[src/rtl/cflog_writer_if.sv]
// Bundle between the CFA log monitor, the CFLog writer and the data memory port.
// Optional ovf_irq member exists only when CFLOG_OVF_IRQ_EN is defined.
interface cflog_writer_if;
  logic [15:0] pc;
  logic [15:0] pc_nxt;
  logic        hw_wr_en;
  logic [15:0] cflow_log_ptr;
  logic        flush;
  logic        mem_busy;
  logic        mem_wr_en;
  logic [15:0] mem_addr;
  logic [15:0] mem_wdata;
  logic        fifo_empty;
  logic        overflow;
  logic        log_committed;
`ifdef CFLOG_OVF_IRQ_EN
  logic        ovf_irq;
`endif

  modport slave (
    input  pc, pc_nxt, hw_wr_en, cflow_log_ptr, flush, mem_busy,
    output mem_wr_en, mem_addr, mem_wdata, fifo_empty, overflow, log_committed
`ifdef CFLOG_OVF_IRQ_EN
    , output ovf_irq
`endif
  );

  modport master (
    output pc, pc_nxt, hw_wr_en, cflow_log_ptr, flush, mem_busy,
    input  mem_wr_en, mem_addr, mem_wdata, fifo_empty, overflow, log_committed
`ifdef CFLOG_OVF_IRQ_EN
    , input ovf_irq
`endif
  );
endinterface

[src/rtl/cflog_writer.sv]
// Buffers monitor log requests in a small FIFO and drains them to a shared single-port memory.
// Define CFLOG_OVF_IRQ_EN to add a one-shot ovf_irq pulse on the first dropped entry.
module cflog_writer #(
  parameter logic [15:0] LOG_BASE   = 16'h0000,
  parameter int          FIFO_DEPTH = 4,
  parameter int          PTR_W      = 2
) (
  input  logic           clk,
  input  logic           reset_n,
  cflog_writer_if.slave  bus
);

  typedef enum logic [1:0] {
    ST_IDLE  = 2'd0,
    ST_ISSUE = 2'd1,
    ST_DONE  = 2'd2
  } state_t;

  localparam logic [PTR_W:0] PTR_ONE = {{PTR_W{1'b0}}, 1'b1};

  state_t         r_state;
  state_t         w_state_nxt;
  logic [15:0]    r_pc_nxt_d;
  logic [15:0]    r_fifo_addr [FIFO_DEPTH];
  logic [15:0]    r_fifo_data [FIFO_DEPTH];
  logic [PTR_W:0] r_wptr;
  logic [PTR_W:0] r_rptr;
  logic [15:0]    r_mem_addr;
  logic [15:0]    r_mem_wdata;
  logic           r_overflow;
  logic           r_log_committed;

  logic           w_empty;
  logic           w_full;
  logic           w_pop;
  logic           w_push;
  logic           w_drop;
  logic [15:0]    w_entry_addr;
  logic [15:0]    w_head_addr;
  logic [15:0]    w_head_data;
  logic           w_unused_pc;

  assign w_unused_pc = ^bus.pc;

  assign w_empty = (r_wptr == r_rptr);
  assign w_full  = (r_wptr[PTR_W] != r_rptr[PTR_W]) &&
                   (r_wptr[PTR_W-1:0] == r_rptr[PTR_W-1:0]);

  // A pop in the same cycle frees the slot, so a push into a full FIFO is still taken.
  assign w_pop  = (r_state == ST_ISSUE) && !bus.mem_busy;
  assign w_push = bus.hw_wr_en && (!w_full || w_pop);
  assign w_drop = bus.hw_wr_en && w_full && !w_pop;

  assign w_entry_addr = LOG_BASE + ((bus.cflow_log_ptr == 16'h0000) ? 16'h0000
                                                                     : (bus.cflow_log_ptr - 16'd2));
  assign w_head_addr  = r_fifo_addr[r_rptr[PTR_W-1:0]];
  assign w_head_data  = r_fifo_data[r_rptr[PTR_W-1:0]];

  always_ff @(posedge clk) begin
    if (w_push) begin
      r_fifo_addr[r_wptr[PTR_W-1:0]] <= w_entry_addr;
      r_fifo_data[r_wptr[PTR_W-1:0]] <= r_pc_nxt_d;
    end
  end

  always_ff @(posedge clk or negedge reset_n) begin
    if (!reset_n) begin
      r_wptr     <= '0;
      r_rptr     <= '0;
      r_pc_nxt_d <= 16'h0000;
    end else begin
      r_pc_nxt_d <= bus.pc_nxt;
      if (w_push) r_wptr <= r_wptr + PTR_ONE;
      if (w_pop)  r_rptr <= r_rptr + PTR_ONE;
    end
  end

  always_ff @(posedge clk or negedge reset_n) begin
    if (!reset_n) r_state <= ST_IDLE;
    else          r_state <= w_state_nxt;
  end

  always_comb begin
    w_state_nxt = r_state;
    case (r_state)
      ST_IDLE:  if (!w_empty) w_state_nxt = ST_ISSUE;
      ST_ISSUE: if (!bus.mem_busy) w_state_nxt = ST_DONE;
      ST_DONE:  w_state_nxt = w_empty ? ST_IDLE : ST_ISSUE;
      default:  w_state_nxt = ST_IDLE;
    endcase
  end

  // The address/data registers remember the last committed write so the bus holds between writes.
  always_ff @(posedge clk or negedge reset_n) begin
    if (!reset_n) begin
      r_mem_addr      <= 16'h0000;
      r_mem_wdata     <= 16'h0000;
      r_overflow      <= 1'b0;
      r_log_committed <= 1'b0;
    end else begin
      if (w_pop) begin
        r_mem_addr  <= w_head_addr;
        r_mem_wdata <= w_head_data;
      end
      if (w_drop) r_overflow <= 1'b1;
      r_log_committed <= bus.flush && w_empty && (r_state == ST_IDLE);
    end
  end

  assign bus.mem_wr_en     = w_pop;
  assign bus.mem_addr      = (r_state == ST_ISSUE) ? w_head_addr : r_mem_addr;
  assign bus.mem_wdata     = (r_state == ST_ISSUE) ? w_head_data : r_mem_wdata;
  assign bus.fifo_empty    = w_empty;
  assign bus.overflow      = r_overflow;
  assign bus.log_committed = r_log_committed;

`ifdef CFLOG_OVF_IRQ_EN
  logic r_ovf_irq;

  always_ff @(posedge clk or negedge reset_n) begin
    if (!reset_n) r_ovf_irq <= 1'b0;
    else          r_ovf_irq <= w_drop && !r_overflow;
  end

  assign bus.ovf_irq = r_ovf_irq;
`endif

  a_log_base_even: assert property (@(posedge clk) LOG_BASE[0] == 1'b0)
    else $error("cflog_writer: LOG_BASE must be even");

endmodule

[src/flat_wrapper.sv]
// flat-port wrapper written by rule: the top's interface ports become plain ports
module cflog_writer_flat 
#(
  parameter logic [15:0] LOG_BASE   = 16'h0000,
  parameter int          FIFO_DEPTH = 4,
  parameter int          PTR_W      = 2
)
  (clk, reset_n, bus_pc, bus_pc_nxt, bus_hw_wr_en, bus_cflow_log_ptr, bus_flush, bus_mem_busy, bus_mem_wr_en, bus_mem_addr, bus_mem_wdata, bus_fifo_empty, bus_overflow, bus_log_committed);
  cflog_writer_if bus_i ();
  input  logic clk;
  input  logic reset_n;
  input wire logic [$bits(bus_i.pc)-1:0] bus_pc;
  input wire logic [$bits(bus_i.pc_nxt)-1:0] bus_pc_nxt;
  input wire logic [$bits(bus_i.hw_wr_en)-1:0] bus_hw_wr_en;
  input wire logic [$bits(bus_i.cflow_log_ptr)-1:0] bus_cflow_log_ptr;
  input wire logic [$bits(bus_i.flush)-1:0] bus_flush;
  input wire logic [$bits(bus_i.mem_busy)-1:0] bus_mem_busy;
  output wire logic [$bits(bus_i.mem_wr_en)-1:0] bus_mem_wr_en;
  output wire logic [$bits(bus_i.mem_addr)-1:0] bus_mem_addr;
  output wire logic [$bits(bus_i.mem_wdata)-1:0] bus_mem_wdata;
  output wire logic [$bits(bus_i.fifo_empty)-1:0] bus_fifo_empty;
  output wire logic [$bits(bus_i.overflow)-1:0] bus_overflow;
  output wire logic [$bits(bus_i.log_committed)-1:0] bus_log_committed;
  assign bus_i.pc = bus_pc;
  assign bus_i.pc_nxt = bus_pc_nxt;
  assign bus_i.hw_wr_en = bus_hw_wr_en;
  assign bus_i.cflow_log_ptr = bus_cflow_log_ptr;
  assign bus_i.flush = bus_flush;
  assign bus_i.mem_busy = bus_mem_busy;
  assign bus_mem_wr_en = bus_i.mem_wr_en;
  assign bus_mem_addr = bus_i.mem_addr;
  assign bus_mem_wdata = bus_i.mem_wdata;
  assign bus_fifo_empty = bus_i.fifo_empty;
  assign bus_overflow = bus_i.overflow;
  assign bus_log_committed = bus_i.log_committed;
  cflog_writer #(.LOG_BASE(LOG_BASE), .FIFO_DEPTH(FIFO_DEPTH), .PTR_W(PTR_W)) u_core (.clk(clk), .reset_n(reset_n), .bus(bus_i));
endmodule
[config.mk]
export PLATFORM = sky130hd
export DESIGN_NAME = cflog_writer_flat
export DESIGN_NICKNAME = d
export VERILOG_FILES = /design/src/rtl/cflog_writer_if.sv /design/src/rtl/cflog_writer.sv /design/src/flat_wrapper.sv
export SDC_FILE = /design/constraint.sdc
export NUM_CORES = 1
export LEC_CHECK = 0
export CAP_MARGIN = 20
export CORE_MARGIN = 3
export CORE_UTILIZATION = 30
export CTS_BUF_LIST = sky130_fd_sc_hd__clkbuf_2 sky130_fd_sc_hd__clkbuf_4 sky130_fd_sc_hd__clkbuf_8
export CTS_CLUSTER_DIAMETER = 80
export CTS_CLUSTER_SIZE = 20
export DETAILED_ROUTE_END_ITERATION = 10
export MAX_ROUTING_LAYER = met4
export PLACE_DENSITY = 0.47
export SYNTH_ARGS = -nofsm -noshare
export SYNTH_HDL_FRONTEND = slang
export SYNTH_SLANG_ARGS = --single-unit
export TNS_END_PERCENT = 1
[constraint.sdc]
create_clock -name clk -period 3.7 [get_ports clk]
set_clock_uncertainty 0.2 [all_clocks]
set_input_delay 0.555 -clock clk [delete_from_list [all_inputs] [get_ports clk]]
set_output_delay 0.555 -clock clk [all_outputs]
set_load 0.02 [all_outputs]
Yosys cells after proc, flatten, opt, wreduce, memory -nomap -nowiden --
Memory sizes are Yosys's and may differ from the RTL's. Cells that the tools add are included.
Word-level totals: register bits 58, RAM bits 128, input bits 53, output and inout bits 36, word-level logic and storage cells 43, memories 2
Memory list:
- u_core.r_fifo_addr | words 4, bits a word 16, read ports 1, clocked after memory_dff 0, wr ports 1, line cflog_writer.sv:24 | logic [15:0] r_fifo_addr [FIFO_DEPTH];
- u_core.r_fifo_data | words 4, bits a word 16, read ports 1, clocked after memory_dff 0, wr ports 1, line cflog_writer.sv:25 | logic [15:0] r_fifo_data [FIFO_DEPTH];
Operators by class: add/subtract/negate cells 3, equality and inequality tests 7, mux-type cells 9, reductions and logical operators 14
Operator list (count):
- two-way mux 16 bit | 3
- logical NOT 16 bit | 1
- subtractor 16 x 2 -> 16 bit (second input constant) | 1
- logical AND 1 bit | 7
- adder 3 x 1 -> 3 bit (second input constant) | 2
- case mux 2 bit (3 select lines) | 1
- two-way mux 2 bit | 2
- inequality test 2 bit (second input constant) | 2
- equality test 3 bit | 1
- logical NOT 1 bit | 3
- two-way mux 1 bit | 3
- equality test 2 x 1 -> 1 bit (second input constant) | 1
- equality test 2 bit | 1
- equality test 2 bit (second input constant) | 1
- logical NOT 2 bit | 1
- AND reduction 2 bit | 1
- logical OR 1 bit | 1
- inequality test 1 bit | 1

Longest topological paths before layout --
Gate-level depths: netlist of run 1.
depth after elaboration 7, depth in mapped cells 7, gate-level depth less buffers 6

Worst setup path before layout of run 1 --
No wires, ideal clock.
path type input to register, from in bus_mem_busy, to mem u_core.r_fifo_addr[3][0] (enable), setup time 421 ps, arrival time 2254 ps, required time 3079 ps, setup slack 826 ps, stages 3, buffers on the path 0, cells stage by stage nor3b_1 > nor4_1 > nor2_1
Between the ends: longest elaborated chain between the ends 6
RTL lines:
- from (decl) | line flat_wrapper.sv:17 | input wire logic [$bits(bus_i.mem_busy)-1:0] bus_mem_busy;
- logical NOT 1 bit | line cflog_writer.sv:50 | assign w_pop = (r_state == ST_ISSUE) && !bus.mem_busy;
- logical AND 1 bit | line cflog_writer.sv:50
- logical OR 1 bit | line cflog_writer.sv:51 | assign w_push = bus.hw_wr_en && (!w_full || w_pop);
- logical AND 1 bit | line cflog_writer.sv:51
- two-way mux 1 bit | line cflog_writer.sv:60 | if (w_push) begin
- two-way mux 1 bit (not written as such) | line cflog_writer.sv:61 | r_fifo_addr[r_wptr[PTR_W-1:0]] <= w_entry_addr;
- to (decl) | line cflog_writer.sv:24
No other way between the ends.

Worst setup path in the final report of run 1 --
from reg u_core.r_rptr[0], to out bus_mem_addr[5]
Between the ends: longest elaborated chain between the ends 2
RTL lines:
- from (decl) | line cflog_writer.sv:27 | logic [PTR_W:0] r_rptr;
- from (signal assigned) | line cflog_writer.sv:74 | if (w_pop) r_rptr <= r_rptr + PTR_ONE;
- memory (4 x 16 bit)
- two-way mux 16 bit | line cflog_writer.sv:111 | assign bus.mem_addr = (r_state == ST_ISSUE) ? w_head_addr : r_mem_addr;
- to (decl) | line flat_wrapper.sv:19 | output wire logic [$bits(bus_i.mem_addr)-1:0] bus_mem_addr;
No other way between the ends.

==> metrics.txt, run 1 <==
status=completed; clk_lat worst skew=between 0.4 and 0.5 ns; power density over the cells=between 800 and 900 mW/mm^2; clock sinks=about 190; relative slew slack=0.366; CP required=roughly 2.9 ns; Top FF cell, synth=edfxtp_1; Post-Syn Area=between 0.007 and 0.008 sq mm; Post-CTS Setup Bufs=0; TritonCTS clock tree=yes; Die X=164 um; Initial Util=0.307; DP Area=approximately 0.0086 sq mm; Post-Syn Nets=~450; CTS max path bufs=2; crit path time final=3.41 ns; crit start category=flop; area leader, netlist=edfxtp_1; Clock Tree Root=clkbuf_8; Worst Setup End Kind=output port; Residual DRC=0; highest net fanout along the worst path=22; Worst Max-Slew Pin Slew=about 0.95 ns; vias in the first global route=between 3000 and 4000; WL/cell=roughly 18 um; unrepaired setup endpoints after global routing=false; number of CTS-inserted buffers=17; Synth Warn #=0; Synth Register Bits=around 190; Rows=57; global-route wire length before repair=about 22 mm; most numerous cell in the Yosys netlist=edfxtp_1; IO Port Bufs=72; Die Height=around 160 um; Final Power=around 7.5 mW; Hold Path Class=in -> async; post-synth top area share=0.514; Worst IR Drop VDD=between 0.2 and 0.3 mV; ANT nets after route=0; initial antenna violation count=0; GR Overflow Total=0; Design Area, Final=around 0.0090 sq mm; Die ar.=~0.027 sq mm; Final Hold Vio Count=0; Critical Path AT=roughly 2.7 ns; fraction of registers with async set/reset=0.312; cells after synthesis=a little under 400; max cap viols=0; largest net degree at the start of global routing=38; Mean Syn Cell Area=about 19 sq um; number of synthesized flops with an enable pin=128; antenna fix cells=0; 1st-pass router iterations=4; layout cells sized above 1=0.318; Ports=slightly below 90; Lkg Pwr=about 3.1 nW; area delta synth->final=20.5%; post-layout util=0.369; Reg clk slew, reported paths=around 0.090 ns; Critical R2R Launch=u_core.r_rptr[1]$_DFFE_PN0P_; reg-to-reg slack, setup=approximately 0.80 ns; synth unique cells=33; DR iter-0 viols=roughly 150; endpoints failing setup=0; GRT Resource Usage Total=0.115; Worst Path Class, Setup=reg -> out; max-slew violations=0; Final period util=0.921; Nets=roughly 540; CP Launch Point=u_core.r_rptr[0]$_DFFE_PN0P_; core area=approximately 0.024 sq mm; gpl congestion=0.680; Synth area leaders=edfxtp_1 51%, dfrtp_1 19%, mux2_2 11%; Post-DP HPWL=9.00 mm; most instantiated cells after synthesis=128 x edfxtp_1, 71 x mux2_2, 58 x dfrtp_1; register area share after synthesis=0.708; Fmax=just under 300 MHz; setup_tns=0 ns; H-Tree Depth=4; hold bufs inserted after CTS=0; Via Count=3705; final wirelength=roughly 15 mm; Post-CTS Resized=0; Via-to-Cell Ratio=between 4 and 5
-- final cells by class --
cell class	instances	area [sq um]
clock buffer	20	263
clock inverter	12	123
fill	2259	15400
inverter	4	15.0
multi-input combinational	187	2110
sequential	186	5300
tap	324	405
timing repair buffer	81	796
-- per-stage QoR --
stage          hold WS [ns]  cells  setup WS [ns]
6_report            0.00765    814          0.291
5_1_grt              0.0302    814          0.132
4_1_cts              0.0215    814          0.207
3_5_place_dp          0.277    782          0.413
3_3_place_gp          0.266    781          0.450
2_1_floorplan        0.0594    395          0.826
-- cells by family (layout without fill, tap and decap cells) --
group           after synthesis  in the layout  synth area share
fa+ha+maj                     6              6            0.0100
xor+xnor                      9              9            0.0105
compound gates               12             12           0.00954
buf+inv                      22            117            0.0127
simple gates                 55             55            0.0425
flops                       186            186             0.708
mux                         105            105             0.207
-- worst paths after layout --
check / to / depth (start not counted)
worst max-delay path: bus_mem_addr[5] / 4
worst min-delay path: u_core.r_mem_wdata[9]$_DFFE_PN0P_ / 1
worst max register to register: u_core.r_fifo_data[2][3]$_DFFE_PP_ / 4
worst min register to register: u_core.r_fifo_data[1][3]$_DFFE_PP_ / 0
max in group asynchronous: u_core.r_mem_wdata[12]$_DFFE_PN0P_ / 2
min in group clk: u_core.r_fifo_data[1][3]$_DFFE_PP_ / 0
-- placed cells by master (no fill, tap or decap), drive strengths merged, types with 2 or more instances in the layout --
cell type      netlist  layout
inv                  4       5
clkinvlp             0       2
clkbuf               8      20
nor4                 5       5
nor2b                2       2
buf                 10      10
mux2                72      72
nor3b                3       3
nor2                17      17
o31ai                2       2
or4                  2       2
a21oi                3       3
bufinv               0       2
o21ai                5       5
nand2b               2       2
clkdlybuf4s50        0      71
dfrtp               58      58
nand2               11      11
ha                   6       6
nor3                 6       6
mux4                32      32
xnor2                6       6
and2                 4       4
edfxtp             128     128
clkinv               0       7
xor2                 3       3
-- per-layer routing --
metal / vias up / wire length (um) / global-route usage
met1: 1940 / 6550 / 0.142
met4: 0 / 106 / 0.0288
met2: 60 / 7350 / 0.191
li1: 1697 / - / -
met3: 8 / 542 / 0.0272
met5: - / 0 / -
-- sequential cells by signal, summed over array words and instances, names as in the netlist --
signal	cells
u_core.r_state	2
u_core.r_rptr	3
u_core.r_mem_addr	16
u_core.bus.overflow	1
u_core.bus.log_committed	1
u_core.r_mem_wdata	16
u_core.r_fifo_data	64
u_core.r_fifo_addr	64
u_core.r_wptr	3
u_core.r_pc_nxt_d	16
-- worst max-delay path: stages, from the launching register on --
cell             delay [ns]
dfrtp_2                0.36
buf_4                  0.40
mux4_2                 0.57
mux2_2                 0.32
clkdlybuf4s50_1        0.56
-- where the power goes --
group / total [mW] / internal [mW] / switching (mW)
clock network: 1.31 / 0.629 / 0.679
registers: 3.06 / 2.83 / 0.235
logic: 3.08 / 1.58 / 1.50
(Power assumes the default switching activity.)
==> inputs of run 2 (changes only) <==
--- a/config.mk
+++ b/config.mk
@@ -13,7 +13,7 @@
 export CTS_CLUSTER_SIZE = 20
 export DETAILED_ROUTE_END_ITERATION = 10
 export MAX_ROUTING_LAYER = met4
-export PLACE_DENSITY = 0.47
+export PLACE_DENSITY = 0.49
 export SYNTH_ARGS = -nofsm -noshare
 export SYNTH_HDL_FRONTEND = slang
 export SYNTH_SLANG_ARGS = --single-unit
==> constraint.sdc (replaced) <==
create_clock -name clk -period 2.9 [get_ports clk]
set_clock_uncertainty 0.2 [all_clocks]
set_input_delay 0.435 -clock clk [delete_from_list [all_inputs] [get_ports clk]]
set_output_delay 0.435 -clock clk [all_outputs]
set_load 0.02 [all_outputs]
==> run 2 against run 1 <==
  * Hold slack better by 0.22 ns
  * Power up 26%
  * Cell count up 3.1%
  * Utilization up 0.70 points
  * Sequential share of layout area down 1.1 points
  * Routed wire length up 2.8%
  * Critical endpoint unchanged
==> metrics.txt, run 2 (synthesis gave the netlist of run 1 again) <==
highest net fanout along the worst path=6; CP delay by family, top=multiplexers; IO Port Bufs=72; Via Count=approximately 3800; endpoints failing setup=0; status=completed; Hold EP=u_core.r_pc_nxt_d[13]$_DFF_PN0_; layout cells sized above 1=0.402; DR WL met3=approximately 510 um; max cap viols=0; WP buf/inv=2; worst path cell trace=buf_6 -> mux4_2 -> mux2_2 -> dlygate4sd2_1; Die X=approximately 160 um; WL met2=7.88 mm; ANT nets after route=0; setup_tns=0 ns; Die Height=164 um; crit start category=flop; Rows=between 50 and 60; max-slew violations=0; Fmax=about 350 MHz; Die ar.=around 0.027 sq mm; CTS max path bufs=2; TritonCTS clock tree=yes; Post-DP HPWL=between 9 and 10 mm; GR Overflow Total=0; reg-to-reg endpoint=u_core.r_fifo_addr[2][7]$_DFFE_PP_; global-route wire length before repair=between 20 and 25 mm; clock sinks=about 190; gpl congestion=between 0.7 and 0.8; 1st-pass router iterations=4; register area=roughly 0.0053 sq mm; worst r2r path cells=7; Nets=~560; reg-to-reg slack, setup=0.45 ns; largest net degree at the start of global routing=59; vias in the first global route=around 4200; number of CTS-inserted buffers=17; core area=0.0244 sq mm; Critical Path AT=2.23 ns; power density over the cells=approximately 1000 mW/mm^2; WL/cell=17.8 um; Critical R2R Launch=u_core.r_rptr[0]$_DFFE_PN0P_; Worst Path Class, Setup=reg -> out; final wirelength=15.0 mm; Final Power=approximately 9.4 mW; hold path depth=1; Via-to-Cell Ratio=around 4.5; clk_lat worst skew=approximately 0.44 ns; Worst Max-Slew Pin Slew=roughly 0.45 ns; Worst IR Drop VDD=0.432 mV; filler cell count=2311; Multi-input gate area=between 0.002 and 0.0025 sq mm; GRT Resource Usage Total=0.120; HP Start=bus_pc_nxt[13]; Slowest-stage cell, CP=mux4_2; most frequent cells in the layout=128 x edfxtp_1, 71 x mux2_2, 56 x dfrtp_1; Ports=~90; Lkg Pwr=3.27 nW; Setup WS pre-CTS=~0.014 ns; crit path time final=roughly 2.9 ns; antenna fix cells=0; Hold Path Class=in -> reg; initial antenna violation count=0; highest metal used=met4; relative slew slack=0.697; H-Tree Depth=4; DR iter-0 viols=154; area delta synth->final=22.8%; wl on met1=approximately 6.4 mm; Final Hold Vio Count=0; Worst Setup End Kind=output port; Final WS setup=about 0.030 ns; unrepaired setup endpoints after global routing=true; Final period util=0.990; CP required=around 2.3 ns; Worst path max stage delay=~0.52 ns; Initial Util=0.307; most common cell after layout, fill and taps aside=edfxtp_1; Reg clk slew, reported paths=~0.090 ns; Residual DRC=0; Clock Tree Root=clkbuf_8
run 2: cell count changes in the layout (fill, tap and decap cells not counted), moves of 2 or more:
cell             delta
buf_4              +16
clkinv_2            +2
clkinv_1            -2
buf_12              +8
clkdlybuf4s50_1    -33
buf_2              +15
dlygate4sd2_1       +8
clkbuf_2            +9
run 2: layer usage:
layer / GRT usage / up-vias
met4: 0.0311 / 0
li1: - / 1748
met5: - / -
met3: 0.0288 / 5
met2: 0.206 / 65
met1: 0.143 / 1991
run 2: what timing repair did:
item | 4_1_cts | 5_1_grt
hold buffers | 1 | 0
setup buffers | 3 | 1
gates resized for setup | 70 | 29
hold endpoints to repair | 58 | 0
endpoints found under the setup margin | 33 | 30
run 2: final cells by class:
class,instances,area share
flip-flops and latches,186,0.577
multi-input cells,187,0.231
repair buffers,107,0.105
well taps,324,0.0441
clock buffers,19,0.0278
clock inverters,12,0.0136
inverters,4,0.00164
run 2: through the flow:
step / hold WS [ns] / utilization / instance area (sq um) / cells
final: 0.226 / 0.376 / 9180 / 839
after floorplan: -0.0606 / - / 7480 / 395
after detailed placement: 0.277 / 0.364 / 8880 / 803
after CTS: 0.187 / 0.381 / 9290 / 838
after global routing: 0.185 / 0.376 / 9180 / 839
after global placement: 0.262 / 0.364 / 8880 / 803
run 2: worst register-to-register path, cell delays in order (launching register included):
cell and delay (ns):
dfrtp_2 0.46, buf_12 0.21, buf_4 0.15, xor2_1 0.25
nor4_1 0.11, nor2b_1 0.23, and2_2 0.33, buf_12 0.21
run 2: how the worst max path moves through the flow:
stage	start	endpoint	slack, ns	depth (start not counted)
6_report	u_core.r_rptr[0]$_DFFE_PN0P_	bus_mem_addr[5]	0.03	4
4_1_cts	u_core.r_rptr[0]$_DFFE_PN0P_	bus_mem_addr[4]	-0.04	4
3_3_place_gp	bus_mem_busy	u_core.r_fifo_addr[2][14]$_DFFE_PP_	0.07	6
3_5_place_dp	bus_cflow_log_ptr[2]	u_core.r_fifo_addr[3][15]$_DFFE_PP_	0.01	7
2_1_floorplan	u_core.r_rptr[1]$_DFFE_PN0P_	u_core.r_fifo_addr[3][0]$_DFFE_PP_	0.07	4
5_1_grt	u_core.r_rptr[0]$_DFFE_PN0P_	bus_mem_wdata[5]	-0.09	5
run 2: report_power, final:
part | switching, mW | leakage (nW) | internal [mW] | total [mW]
Combinational | 1.97 | 1.23 | 1.90 | 3.88
Clock | 0.861 | 0.193 | 0.789 | 1.65
Sequential | 0.291 | 1.85 | 3.60 | 3.89
